## src/rtl/conv_arbiter.sv

```systemverilog
// Round-robin arbiter feeding one shared 64-to-8 converter: grants one requester's
// word, presents it until accepted, then waits for eight byte strobes or a timeout.
module conv_arbiter #(
  parameter int N_REQ   = 4,
  parameter int TIMEOUT = 255,
  localparam int IDW    = (N_REQ > 1) ? $clog2(N_REQ) : 1
) (
  input  logic                 clk_in,
  input  logic                 rst,
  input  logic [N_REQ-1:0]     req_valid,
  input  logic [64*N_REQ-1:0]  req_data,
  output logic [N_REQ-1:0]     req_ack,
  output logic                 valid_in,
  output logic [63:0]          data_in,
  input  logic                 conv_ready,
  input  logic                 byte_strobe,
  output logic [IDW-1:0]       grant_id,
  output logic                 busy,
  output logic                 timeout_err
);

  typedef enum logic [1:0] {
    IDLE   = 2'd0,
    LAUNCH = 2'd1,
    DRAIN  = 2'd2
  } state_t;

  state_t            state_reg, state_next;
  logic [IDW-1:0]    ptr_reg, ptr_next;
  logic [IDW-1:0]    grant_reg, grant_next;
  logic [63:0]       data_reg, data_next;
  logic [3:0]        byte_cnt_reg, byte_cnt_next;
  logic [15:0]       timer_reg, timer_next;
  logic [N_REQ-1:0]  ack_reg, ack_next;

  logic [63:0]       req_word [N_REQ];
  logic [IDW-1:0]    cand_idx [N_REQ];
  logic [N_REQ-1:0]  cand_hit;
  logic [IDW-1:0]    sel_idx;
  logic              sel_any;
  logic              last_strobe;
  logic              timeout_now;

  // Candidate gi is the requester gi+1 places above the pointer, wrapped modulo N_REQ.
  for (genvar gi = 0; gi < N_REQ; gi++) begin : g_rot
    logic [4:0] sum;
    assign req_word[gi] = req_data[64*gi +: 64];
    assign sum          = 5'(ptr_reg) + 5'(gi + 1);
    assign cand_idx[gi] = (sum >= 5'(N_REQ)) ? IDW'(sum - 5'(N_REQ)) : IDW'(sum);
    assign cand_hit[gi] = req_valid[cand_idx[gi]];
  end

  // Lowest-offset candidate wins, so iterate downward and let the last hit stick.
  always_comb begin
    sel_any = |cand_hit;
    sel_idx = '0;
    for (int k = N_REQ - 1; k >= 0; k--) begin
      if (cand_hit[k]) begin
        sel_idx = cand_idx[k];
      end
    end
  end

  // A completing eighth strobe takes precedence over a coincident timeout.
  assign last_strobe = (state_reg == DRAIN) && byte_strobe && (byte_cnt_reg == 4'd7);
  assign timeout_now = (state_reg == DRAIN) && !last_strobe &&
                       (timer_reg == 16'(TIMEOUT - 1));

  always_comb begin
    state_next    = state_reg;
    ptr_next      = ptr_reg;
    grant_next    = grant_reg;
    data_next     = data_reg;
    byte_cnt_next = byte_cnt_reg;
    timer_next    = timer_reg;
    ack_next      = '0;
    case (state_reg)
      IDLE: begin
        if (sel_any) begin
          grant_next = sel_idx;
          data_next  = req_word[sel_idx];
          state_next = LAUNCH;
        end
      end
      LAUNCH: begin
        if (conv_ready) begin
          ack_next[grant_reg] = 1'b1;
          byte_cnt_next       = '0;
          timer_next          = '0;
          state_next          = DRAIN;
        end
      end
      DRAIN: begin
        timer_next = timer_reg + 16'd1;
        if (byte_strobe) begin
          byte_cnt_next = byte_cnt_reg + 4'd1;
        end
        if (last_strobe || timeout_now) begin
          ptr_next   = grant_reg;
          state_next = IDLE;
        end
      end
      default: begin
        state_next = IDLE;
      end
    endcase
  end

  always_ff @(posedge clk_in or posedge rst) begin
    if (rst) begin
      state_reg    <= IDLE;
      ptr_reg      <= IDW'(N_REQ - 1);
      grant_reg    <= '0;
      data_reg     <= '0;
      byte_cnt_reg <= '0;
      timer_reg    <= '0;
      ack_reg      <= '0;
    end else begin
      state_reg    <= state_next;
      ptr_reg      <= ptr_next;
      grant_reg    <= grant_next;
      data_reg     <= data_next;
      byte_cnt_reg <= byte_cnt_next;
      timer_reg    <= timer_next;
      ack_reg      <= ack_next;
    end
  end

  assign req_ack     = ack_reg;
  assign valid_in    = (state_reg == LAUNCH);
  assign data_in     = data_reg;
  assign grant_id    = grant_reg;
  assign busy        = (state_reg != IDLE);
  assign timeout_err = timeout_now;

endmodule

```

## config.mk

```make
export PLATFORM = sky130hd
export DESIGN_NAME = conv_arbiter
export DESIGN_NICKNAME = d
export VERILOG_FILES = /design/src/rtl/conv_arbiter.sv
export SDC_FILE = /design/constraint.sdc
export NUM_CORES = 1
export LEC_CHECK = 0
export ABC_AREA = 1
export CORE_MARGIN = 3
export CORE_UTILIZATION = 42
export DETAILED_ROUTE_END_ITERATION = 16
export GPL_ROUTABILITY_DRIVEN = 0
export HOLD_SLACK_MARGIN = 0.02
export PLACE_DENSITY = 0.83
export SYNTH_ARGS = -nofsm -noshare
export SYNTH_HDL_FRONTEND = slang
export SYNTH_SLANG_ARGS = --single-unit
```

## constraint.sdc

```tcl
create_clock -name clk_in -period 4.15 [get_ports clk_in]
set_clock_uncertainty 0.15 [all_clocks]
set_input_delay 0.6225 -clock clk_in [delete_from_list [all_inputs] [get_ports clk_in]]
set_output_delay 0.6225 -clock clk_in [all_outputs]
set_load 0.01 [all_outputs]
```

==> flow_summary.yaml <==
logic_synthesis:
  synth_area_um2: 6940
  synthAdderAreaFrac_pct: 0.5408
  async_flop_share_pct: 100.0
  seq_area_frac_synth_pct: 33.93
  synth_edf_count: 0
  ys_types: 39
  synth_xor_area_share_pct: 0.3786
  syn_nets: 1364
  syn-mean-instance-area_um2: 6.327
  synth.area.mux_share_pct: 0
  synth_warnings: 0
  synthCells: 1097
  synth-compound-area-share_pct: 3.750
  ys_seq_elements: 94
  synth_top_family_by_area: "simple AND/OR/NAND/NOR gates"
  synth_ff_type: "dfrtp_1"
  synth-simple-area-share_pct: 43.95
timing:
  timing.fmax_ghz: 0.3098
  min_period_ps: 3228
  hold_viol: 0
  rsz0062_at_grt: "false"
  setup_violations: 0
  fin_crit_sh_pct: 77.79
  slew_headroom_pct: 47.28
  slew_viol_final: 0
  tns_ps: 0
  setup_ws_ps: 921.8
  tightest_slew_ps: 790.7
placement:
  post-place-ws_ps: 1046
  dp_hpwl_um: 18070
  port_buffers: 336
finish:
  antennaDiodeCount: 0
  area_growth_pct: 52.80
  largest_reg_flops: 64
  drive_gt1_share_pct: 3.214
  fin_nets: 1662
clocking:
  clk_latency_ps: 340
  clk_pin_slew_ps: 80
  cts_buffer_depth: 2
  postCtsSetupBuffers: 0
  ctsHoldBuffers: 0
  htreeDepth: 3
  cts_tree: "built"
  cts_resized: 0
  cts.sinks: 94
  cts-buffers-inserted: 9
  root_buffer: "clkbuf_16"
setup_path:
  crit_path_start: "state_reg[1]"
  critPathMaxStageDelay_ps: 580
  crit_arrival_ps: 2460
  cp_max_fo: 9
  path_cells: "nand2_1 -> clkinv_1 -> nand2_1 -> nor3_1 -> nor3_1 -> clkdlybuf4s50_1"
  crit_required_ps: 3380
  r2r_cells: 13
  startpoint_type: "flop"
  path_class: "flop to primary output"
  worstReg2RegStart: "ptr_reg[0]"
  slowest_stage: "clkdlybuf4s50_1"
  critPathCaptureType: "primary output"
global_route:
  met1_usage_pct: 31.15
  grt_max_degree: 92
  antenna_found_initial: 0
  grt_pass1_vias: 7419
  grtUsageMet3_pct: 6.557
  top_usage_layer: "met2"
  grt_first_pass_wirelength_um: 37690
  grtUsageTotal_pct: 25.95
  overflow: 0
  grt_util_met2_pct: 44.39
routing:
  drtPass1Iterations: 5
  routed_via_density: 4.896
  post_drt_wl_per_cell_um: 15.07
  post-route-drc-count: 0
  drt_wl_total_um: 24360
  postRouteAntennaNets: 0
  vias: 7912
  initialDrtViolationCount: 633
power:
  p_leak_uw: 0.005444
  ir_drop_uv: 265.0
  power.density_nw_per_um2: 445.9
hold_path:
  hp-class: "input pin to async pin"
die:
  io_pins: 337
  die_area_um2: 18100
  die_width_um: 134.6
  chipHeight_um: 134.6
  initial_core_util_pct: 43.38
  core-area_um2: 16000
  row_count: 46
status:
  status: "finished clean"
run:
  drv_cap: 0
## power by group
group | switching [µW] | leakage [µW] | internal (µW)
logic | 1200 | 0.00411 | 1160
registers | 236 | 0.00118 | 1290
clock network | 406 | 0.000145 | 441
## final timing paths
check / end / slack (ps)
min: data_in[35] / 330
max reg2reg: data_in[40] / 1510
min reg2reg: data_in[4] / 330
min in group clk_in: data_in[4] / 330
max in group asynchronous: data_in[42] / 2790
max: timeout_err / 920
## cell usage in the layout, fill, tap and decap left out, types with 2 or more instances in the layout
cell type and count:
nand2_1 338, clkdlybuf4s50_1 336, nand3_1 233, inv_1 212, dfrtp_1 92, or2_1 55, o21ai_0 17, nor2_1 15
nor3_1 11, a21oi_1 11, clkbuf_16 9, buf_4 7, a21o_1 6, or2_0 6, inv_2 4, nand2_2 4
nand4_1 4, o22ai_1 3, ha_1 3, inv_8 3, buf_12 3, inv_4 2, nand2_4 2, or2_2 2
xnor2_1 2, nor4_1 2, inv_6 2, dfstp_2 2
## cell families (layout without fill, tap and decap cells)
family,Yosys count,in the layout
and+or+nand+nor,676,676
buffers and inverters,278,581
DFF,94,94
xor gates and xnor gates,3,3
adders and majority gates,3,3
AOI/OAI and AO/OA,43,43
## worst max-delay path: cells and delay by family (launching register included)
kind	cells	cell delay [ps]
buffers and inverters	2	910
and+or+nand+nor	4	800
DFF	1	400
## per-layer routing
metal / up-vias / part of all wire (%)
li1: 3946 / -
met1: 3606 / 40
met2: 320 / 49
met3: 40 / 8.2
met4: 0 / 3.3
met5: - / 0
## synthesized netlist by cell type (all sizes together) (2+ instances only)
library cell / number / area [µm²]
o21bai: 2 / 26.28
inv: 218 / 820.8
a21oi: 11 / 55.05
o22ai: 3 / 18.77
nand3: 234 / 1176
nand2: 344 / 1311
or2: 63 / 394.1
nor2: 16 / 62.56
nor4: 2 / 12.51
nor3: 11 / 55.05
ha: 3 / 37.54
dfstp: 2 / 52.55
a21o: 6 / 45.04
xnor2: 2 / 17.52
clkbuf: 12 / 45.04
nand4: 4 / 25.02
dfrtp: 92 / 2302
o21ai: 18 / 90.08
buf: 47 / 341.6
## cell type report
class	instances	area (µm²)
multi-input combinational	725	3379
fill	1389	5395
inverter	219	827.0
timing repair buffer	346	3476
tap	216	270.3
clock inverter	6	58.81
sequential	94	2355
clock buffer	10	239.0
## through the flow
stage / instance area (µm²) / total power (µW) / cells / hold WS, ps / utilization, %
2_1_floorplan: 6940 / 2646 / 1097 / 305.6 / -
3_3_place_gp: 10310 / 3852 / 1600 / 311.0 / 64.42
3_5_place_dp: 10310 / 3905 / 1600 / 313.8 / 64.42
4_1_cts: 10610 / 4768 / 1616 / 317.3 / 66.28
5_1_grt: 10610 / 5046 / 1616 / 325.0 / 66.28
6_report: 10610 / 4729 / 1616 / 326.6 / 66.28
No activity file was read; power rests on OpenSTA's default activity.
